`config.mk`:
```
export PLATFORM = sky130hd
export DESIGN_NAME = line_assembler
export DESIGN_NICKNAME = d
export VERILOG_FILES = /design/src/rtl/line_assembler.sv
export SDC_FILE = /design/constraint.sdc
export NUM_CORES = 1
export LEC_CHECK = 0
export CORE_AREA = 2 2 257 259
export DETAILED_ROUTE_END_ITERATION = 10
export DIE_AREA = 0 0 259 261
export DONT_BUFFER_PORTS = 1
export MAX_ROUTING_LAYER = met4
export PLACE_DENSITY = 0.51
export SLEW_MARGIN = 20
export SYNTH_ARGS = -nofsm -noshare
export SYNTH_HDL_FRONTEND = slang
export SYNTH_SLANG_ARGS = --single-unit
```
`constraint.sdc`:
```
create_clock -name pixelClk -period 5.32 [get_ports pixelClk]
set_input_delay 0.532 -clock pixelClk [delete_from_list [all_inputs] [get_ports pixelClk]]
set_output_delay 0.532 -clock pixelClk [all_outputs]
set_load 0.1 [all_outputs]
```
`src/rtl/line_assembler.sv`:
```
// Packs the PPU's serial 2-bit pixel stream, palette-mapped through BGP, into four bitplanes and commits each finished line atomically.
// Optional build macro LINE_ASM_OVERRUN_CNT_EN adds the saturating overrunCount output.
module line_assembler #(
   parameter int LINE_PIXELS = 160,
   parameter int LINE_COUNT  = 144
) (
   input  logic                   pixelClk,
   input  logic                   reset,
   input  logic                   frameStart,
   input  logic                   pixValid,
   output logic                   pixReady,
   input  logic [1:0]             pixColor,
   input  logic [7:0]             BGP,
   output logic [LINE_PIXELS-1:0] LineBuffer0,
   output logic [LINE_PIXELS-1:0] LineBuffer1,
   output logic [LINE_PIXELS-1:0] LineBuffer2,
   output logic [LINE_PIXELS-1:0] LineBuffer3,
   output logic [7:0]             LY,
   output logic                   lineDone,
`ifdef LINE_ASM_OVERRUN_CNT_EN
   output logic [7:0]             overrunCount,
`endif
   output logic [1:0]             state_dbg
);

   localparam int COL_W = $clog2(LINE_PIXELS);

   localparam logic [1:0] ST_WAIT_FRAME = 2'd0;
   localparam logic [1:0] ST_FILL       = 2'd1;
   localparam logic [1:0] ST_COMMIT     = 2'd2;

   logic [1:0]             state_q, state_d;
   logic [COL_W-1:0]       col_q, col_d;
   logic [7:0]             line_q, line_d;
   logic [LINE_PIXELS-1:0] work0_q, work0_d, work1_q, work1_d;
   logic [LINE_PIXELS-1:0] work2_q, work2_d, work3_q, work3_d;
   logic [LINE_PIXELS-1:0] lb0_q, lb0_d, lb1_q, lb1_d, lb2_q, lb2_d, lb3_q, lb3_d;
   logic [7:0]             ly_q, ly_d;
   logic                   done_q, done_d;
   logic [1:0]             shade;
   logic [3:0]             intensity;
   logic                   accept;

   // Handshake: a pixel transfers in a cycle where pixValid && pixReady; pixReady
   // depends only on state, and a pixel offered while pixReady=0 is simply dropped.
   assign pixReady  = (state_q == ST_FILL);
   assign accept    = pixValid && pixReady;
   assign state_dbg = state_q;

   always_comb begin
      shade = BGP[1:0];
      case (pixColor)
         2'd0:    shade = BGP[1:0];
         2'd1:    shade = BGP[3:2];
         2'd2:    shade = BGP[5:4];
         default: shade = BGP[7:6];
      endcase
      intensity = ~{shade, shade};
   end

   always_comb begin
      state_d = state_q;
      col_d   = col_q;
      line_d  = line_q;
      work0_d = work0_q;
      work1_d = work1_q;
      work2_d = work2_q;
      work3_d = work3_q;
      lb0_d   = lb0_q;
      lb1_d   = lb1_q;
      lb2_d   = lb2_q;
      lb3_d   = lb3_q;
      ly_d    = ly_q;
      done_d  = 1'b0;
      // A frame start abandons any partial line and suppresses a pending commit;
      // stale working bits are harmless since every column is rewritten first.
      if (frameStart) begin
         state_d = ST_FILL;
         col_d   = '0;
         line_d  = '0;
      end else begin
         case (state_q)
            ST_WAIT_FRAME: state_d = ST_WAIT_FRAME;
            ST_FILL: begin
               if (accept) begin
                  work0_d[col_q] = intensity[3];
                  work1_d[col_q] = intensity[2];
                  work2_d[col_q] = intensity[1];
                  work3_d[col_q] = intensity[0];
                  col_d          = col_q + COL_W'(1);
                  if (col_q == COL_W'(LINE_PIXELS - 1)) begin
                     state_d = ST_COMMIT;
                  end
               end
            end
            ST_COMMIT: begin
               lb0_d  = work0_q;
               lb1_d  = work1_q;
               lb2_d  = work2_q;
               lb3_d  = work3_q;
               ly_d   = line_q;
               done_d = 1'b1;
               line_d = line_q + 8'd1;
               col_d  = '0;
               state_d = (line_q == 8'(LINE_COUNT - 1)) ? ST_WAIT_FRAME : ST_FILL;
            end
            default: state_d = ST_WAIT_FRAME;
         endcase
      end
   end

   always_ff @(posedge pixelClk) begin
      if (reset) begin
         state_q <= ST_WAIT_FRAME;
         col_q   <= '0;
         line_q  <= '0;
         work0_q <= '0;
         work1_q <= '0;
         work2_q <= '0;
         work3_q <= '0;
         lb0_q   <= '0;
         lb1_q   <= '0;
         lb2_q   <= '0;
         lb3_q   <= '0;
         ly_q    <= 8'd255;
         done_q  <= 1'b0;
      end else begin
         state_q <= state_d;
         col_q   <= col_d;
         line_q  <= line_d;
         work0_q <= work0_d;
         work1_q <= work1_d;
         work2_q <= work2_d;
         work3_q <= work3_d;
         lb0_q   <= lb0_d;
         lb1_q   <= lb1_d;
         lb2_q   <= lb2_d;
         lb3_q   <= lb3_d;
         ly_q    <= ly_d;
         done_q  <= done_d;
      end
   end

   assign LineBuffer0 = lb0_q;
   assign LineBuffer1 = lb1_q;
   assign LineBuffer2 = lb2_q;
   assign LineBuffer3 = lb3_q;
   assign LY          = ly_q;
   assign lineDone    = done_q;

`ifdef LINE_ASM_OVERRUN_CNT_EN
   logic [7:0] ovr_q, ovr_d;

   always_comb begin
      ovr_d = ovr_q;
      if (frameStart) begin
         ovr_d = 8'd0;
      end else if (pixValid && !pixReady && (ovr_q != 8'hFF)) begin
         ovr_d = ovr_q + 8'd1;
      end
   end

   always_ff @(posedge pixelClk) begin
      if (reset) begin
         ovr_q <= 8'd0;
      end else begin
         ovr_q <= ovr_d;
      end
   end

   assign overrunCount = ovr_q;
`endif

endmodule

```
==> metrics.cfg, run 1 <==
[min_path]
min_path_type=in -> reg
hold_end=LineBuffer1[157]
worstHoldStart=reset
whs_path_depth=1

[cts]
cts_root_buf=clkbuf_16
clock_path_buffers=3
insertion_delay_ns=0.62
cts_resized=0
numCtsBuffers=72
htree_num_levels=3
cts_sinks=667
cts_setup_buffers=0
clkTransAtPathRegs_ns=0.06
cts_tree=built

[worst_setup_path]
reg2reg_depth=7
r2r_end=LineBuffer1[84]
reg2reg_slack_ns=2.13
critPathLaunchType=flip-flop
r2r-start=state_dbg[1]
critPathLaunch=state_dbg[1]
worst-path-max-fanout=65
crit_required_ns=5.84
arrival_ns=3.71
end_kind=flip-flop
crit_type=reg -> reg

[logic_synthesis]
yosysWarnings=0
synthFlopType=dfxtp_1
syn_avg_cell_area_um2=8.36
synth_compound_area_share_pct=20.0
synth-seq-cells=667
yosys.area_share.simple_pct=13.3
synth_fa_ha_area_share_pct=0.344
netlist_area_um2=25400
synthXorXnorAreaFrac_pct=0.275
synth-seq-area-share_pct=52.5
synth_top_family_by_area=compound AO/OA/AOI/OAI gates
synthArstFlopShare_pct=0
synth_edf_count=0
synth.distinct_cells=52
synth.net_count=3066
syn_inst=3045
synth_mux_area_share_pct=0.256

[detailed_routing]
drc_errors=0
vias=19800
viasPerCell=5.61
routed_wl_um=88000
route.antenna.remaining_nets=0
drt_iter0_markers=1924
dr.pass1.iters=5
wire_per_inst_um=24.9

[floorplanning]
die-area_um2=67600
ios=666
die_y_um=261
num_rows=94
dieWidth_um=259
start_util_pct=39.1
core-area_um2=65000

[cells_and_area]
drive_gt1_share_pct=19.2
nNetsFinal=2635
area_growth_syn_to_layout_pct=3.98
multi_input_area_um2=8960
fillers=6598
seqCellArea_um2=13800

[global_route]
grt_first_pass_wirelength_um=126000
grt_max_degree=310
antenna_found_initial=4
grt-ovfl-total=0
globalRouteTotalUtil_pct=25.8
grt_pass1_vias=18500

[outcome]
status=finished, final reports clean

[place]
place.gp.congestion=0.760
hpwl_um=53100
portBuffers=0

[timing]
hold_viol_final=0
fin_crit_sh_pct=60.0
max_freq_mhz=313
slew_headroom_pct=20.2
worst_slew_pin_slew_ns=1.19
finClkSkew_ns=0.0217
timing.final.max_slew_violations=0
holdWs_ns=0.0751
setup-tns-final_ns=0
finalSetupViolCount=0
min_period_ns=3.19
rsz0062_at_grt=no

[power]
p_sw_share_pct=22.4
peakVddDrop_mv=0.176
power_density_nw_per_um2=382
netSwitchingPower_uw=2260
clkPwrFrac_pct=48.5
p_leak_uw=0.00848
p_int_uw=7830
total_power_uw=10100
power_frac_comb_pct=2.0
sequentialPowerShare_pct=49.5

[run]
drv_cap=0

## cell usage in the layout (no fill, tap or decap), types with 11 or more instances in the layout
cell type  count
dfxtp_2      320
nor2_1        38
a21oi_4       17
a21oi_1      345
o21ai_1       36
o21ai_0      548
clkbuf_1      18
buf_4         28
clkinv_2      11
nor3_1        11
a211oi_1      26
dfxtp_1      347
clkbuf_8      17
clkbuf_16     74
nand2_1      697
## how the worst max path moves through the flow
stage,end,slack [ns],cells past startpoint
4_1_cts,LineBuffer1[84],2.15,7
5_1_grt,LineBuffer1[85],1.91,7
2_1_floorplan,work0_q[145],1.98,6
3_3_place_gp,LineBuffer0[130],2.26,7
6_report,LineBuffer1[84],2.13,7
3_5_place_dp,LineBuffer1[84],2.16,7
## routing by layer
metal	part of all wire, %	GRT usage [%]
met5	0	-
met1	43	33.1
met4	2.2	7.37
met2	47	41.0
met3	7.7	5.78
## cell type report
type                    instances  share of cell area (%)
diodes                          4                  0.0378
clock buffers                 109                    8.14
repair buffers                 33                    1.23
clock inverters                18                   0.563
inverters                       7                  0.0993
multi-input cells            1833                    33.9
well taps                     864                    4.09
flip-flops and latches        667                    52.0
## sequential cells by signal, summed over array words and instances (netlist names)
| name | cells |
|---|---|
| work0_q | 160 |
| LY | 8 |
| col_q | 8 |
| work1_q | 160 |
| state_dbg | 2 |
| LineBuffer0 | 160 |
| lineDone | 1 |
| LineBuffer1 | 160 |
| line_q | 8 |
## power by group through the flow
stage	logic [µW]	registers (µW)	clock network, µW
2_1_floorplan	128	5110	0
3_3_place_gp	183	5100	0
3_5_place_dp	185	5100	0
4_1_cts	198	4990	4980
5_1_grt	209	4990	5190
6_report	202	4990	4900
## synthesized netlist by cell type, types with 7 or more instances
cell type	number	area (µm²)
nand2_1	700	2630
clkbuf_1	111	417
inv_1	7	26.3
nor3_1	11	55.1
a211oi_1	26	195
buf_2	77	385
o21ai_1	36	180
nand3b_1	9	67.6
buf_4	320	2400
o21ai_0	548	2740
a31oi_1	7	43.8
a21oi_1	368	1840
dfxtp_1	667	13400
nor2_1	39	146
clkbuf_2	10	50.1
ha_1	7	87.6
buf_1	14	52.6
## metrics by stage
stage / std cells / setup WS, ns / area (µm²) / utilization, %
CTS: 3530 / 2.15 / 26400 / 40.6
global placement: 3402 / 2.26 / 24100 / 37.0
floorplan: 3045 / 1.98 / 25400 / -
global route: 3531 / 1.91 / 26400 / 40.7
finish: 3535 / 2.13 / 26500 / 40.7
detailed placement: 3402 / 2.16 / 24100 / 37.0
## cells by family (layout without fill, tap and decap cells)
group,after synthesis,after routing
adder cells (fa/ha/maj),7,7
multiplexers,4,4
XOR/XNOR,8,8
flip-flops,667,667
AO/OA/AOI/OAI,994,994
other,0,4
buffers and inverters,545,167
AND/OR/NAND/NOR,820,820
## critical path, stage by stage, from the launching register on
cell and delay (ns):
dfxtp_1 0.31, buf_4 0.29, ha_1 0.53, inv_1 0.23, nor2_4 0.67, buf_4 0.68, nand2_1 0.16, a21oi_1 0.14
## repair_timing
| item | in CTS | in global routing |
|---|---|---|
| hold buffers | 1 | 0 |
| hold endpoints to repair | 85 | 0 |
| endpoints found under the setup margin | 0 | 0 |
(Power assumes the default switching activity.)
==> run 2: changes to the inputs <==
Clock period 5.32 ns to 3.25 ns, I/O delays scaled along.
==> run 2 against run 1 <==
  * Combinational power is 74% higher
  * Worst hold slack got worse by 0.038 ns
  * Flip-flop and latch count stayed put
  * Register-to-register slack lost 1.8 ns
  * Critical path type unchanged
  * Largest power group unchanged
  * Worst setup slack worse by 1.8 ns
==> metrics.cfg, run 2 (synthesis results as in run 1) <==
[place]
hpwl_um=56300  ; +6.0%
place.gp.congestion=0.822  ; +8.2%
portBuffers=0  ; unchanged

[min_path]
min_path_type=in -> reg
worstHoldStart=pixValid

[worst_setup_path]
reg2reg_slack_ns=0.30  ; -1.83 ns
critPathLaunch=state_dbg[1]
critPathLaunchType=flip-flop
worst-path-max-fanout=17  ; -74%
arrival_ns=3.50  ; -0.21 ns
crit_required_ns=3.80  ; -2.04 ns
crit_type=reg -> reg
r2r-start=state_dbg[1]
end_kind=flip-flop

[timing]
min_period_ns=2.95  ; -0.241 ns
setup-tns-final_ns=0  ; unchanged
hold_viol_final=0  ; unchanged
holdWs_ns=0.0369  ; -0.0382 ns
slew_headroom_pct=22.4  ; +2.2 points
max_freq_mhz=339  ; +8.2%
fin_crit_sh_pct=90.8  ; +31 points
rsz0062_at_grt=no
worst_slew_pin_slew_ns=1.16  ; -0.0307 ns
finClkSkew_ns=0.0217  ; +0.0000521 ns
finalSetupViolCount=0  ; unchanged
timing.final.max_slew_violations=0  ; unchanged

[global_route]
grt-ovfl-total=0  ; unchanged
grt.busiest_layer=met2
globalRouteTotalUtil_pct=26.9  ; +1.1 points
grtUsageMet2_pct=42.9  ; +2.0 points
grt_max_degree=222  ; -28%
antenna_found_initial=5  ; +1
grtUsageMet3_pct=6.88  ; +1.1 points
grt_use_met1_pct=34.0  ; +0.94 points
grt_first_pass_wirelength_um=132000  ; +4.4%
grt_pass1_vias=19800  ; +7.1%

[run]
drv_cap=0  ; unchanged

[cts]
clock_path_buffers=3  ; unchanged
htree_num_levels=3  ; unchanged
clkTransAtPathRegs_ns=0.06  ; about the same
cts_root_buf=clkbuf_16
cts_setup_buffers=0  ; unchanged
insertion_delay_ns=0.62  ; about the same
cts_sinks=667  ; unchanged
numCtsBuffers=72  ; unchanged
cts_tree=built
cts_resized=0  ; unchanged

[power]
peakVddDrop_mv=0.318  ; +81%
p_leak_uw=0.00997  ; +18%
power_density_nw_per_um2=581  ; +52%

[cells_and_area]
area_growth_syn_to_layout_pct=12.6
seqCellArea_um2=13800  ; unchanged
drive_gt1_share_pct=18.5  ; -0.72 points
fillers=6406  ; -2.9%
mostFrequentLayoutCells=700 x nand2_1, 548 x o21ai_0, 347 x dfxtp_1, 345 x a21oi_1, 320 x dfxtp_2
multi_input_area_um2=8920  ; -0.43%
layout_commonest_cell=nand2_1
nNetsFinal=2851  ; +8.2%

[floorplanning]
start_util_pct=39.1  ; unchanged
die_y_um=261  ; unchanged
core-area_um2=65000  ; unchanged
dieWidth_um=259  ; unchanged
num_rows=94  ; unchanged
ios=666  ; unchanged
die-area_um2=67600  ; unchanged

[detailed_routing]
drc_errors=0  ; unchanged
drt_iter0_markers=1852  ; -3.7%
vias=20700  ; +4.5%
wire_per_inst_um=24.6  ; -1.3%
route.antenna.remaining_nets=0  ; unchanged
routed_wl_um=92000  ; +4.6%
viasPerCell=5.53  ; -1.4%
dr.pass1.iters=5  ; unchanged

[outcome]
status=finished, final reports clean

[run 2: cell count changes in the layout (fill, tap and decap cells not counted), moves of 3 or more]
cell / previous run / this run
dlygate4sd3_1: 0 / 192
buf_4: 28 / 42
nand2_1: 697 / 700
buf_12: 3 / 14
a21oi_2: 6 / 9
a21oi_4: 17 / 14
clkinv_2: 11 / 7
clkbuf_1: 18 / 15
nand2_2: 6 / 3
[run 2: final timing paths]
check | cells past startpoint | to
max reg2reg | 8 | work1_q[146]
min | 4 | col_q[0]
max | 8 | work1_q[146]
min reg2reg | 2 | LineBuffer0[96]
[run 2: final cells by class]
type / instances / area share, %
flip-flops and latches: 667 / 48.0
diodes: 2 / 0.0175
multi-input cells: 1833 / 31.1
clock inverters: 15 / 0.546
inverters: 7 / 0.0917
repair buffers: 249 / 8.88
clock buffers: 108 / 7.57
well taps: 864 / 3.77
[run 2: metrics by stage]
step           cells  total power, µW  setup slack, ns  instance area [µm²]  utilization [%]
2_1_floorplan   3045             8570            0.230                25400                -
3_3_place_gp    3427             8660            0.840                24400             37.5
3_5_place_dp    3427             8660            0.793                24400             37.5
4_1_cts         3743            16800            0.395                28700             44.0
5_1_grt         3743            17100            0.134                28700             44.0
6_report        3745            16600            0.299                28700             44.1
[run 2: routing by layer]
metal / wire (µm) / vias to the layer above
met4: 1970 / 0
met5: 0 / -
met3: 7670 / 143
li1: - / 9453
met2: 43500 / 828
met1: 38900 / 10300
[run 2: critical path, cell delays in order, from the launching register on]
cell,delay (ns)
dfxtp_1,0.33
inv_1,0.08
ha_2,0.28
buf_4,0.43
or4b_4,0.58
nor3_4,0.27
nor2_1,0.07
a211oi_1,0.26
dlygate4sd3_1,0.59
[run 2: report_power, final]
part	leakage [µW]	switching, µW	internal [µW]
Combinational	0.00328	296	56.2
Clock	0.00115	3410	4710
Sequential	0.00554	1.61	8170
Total	0.00997	3710	12900
[run 2: timing repair]
| action | CTS | global route |
|---|---|---|
| hold buffers | 193 | 0 |
| endpoints found under the setup margin | 0 | 0 |
| endpoints found under the hold margin | 365 | 0 |
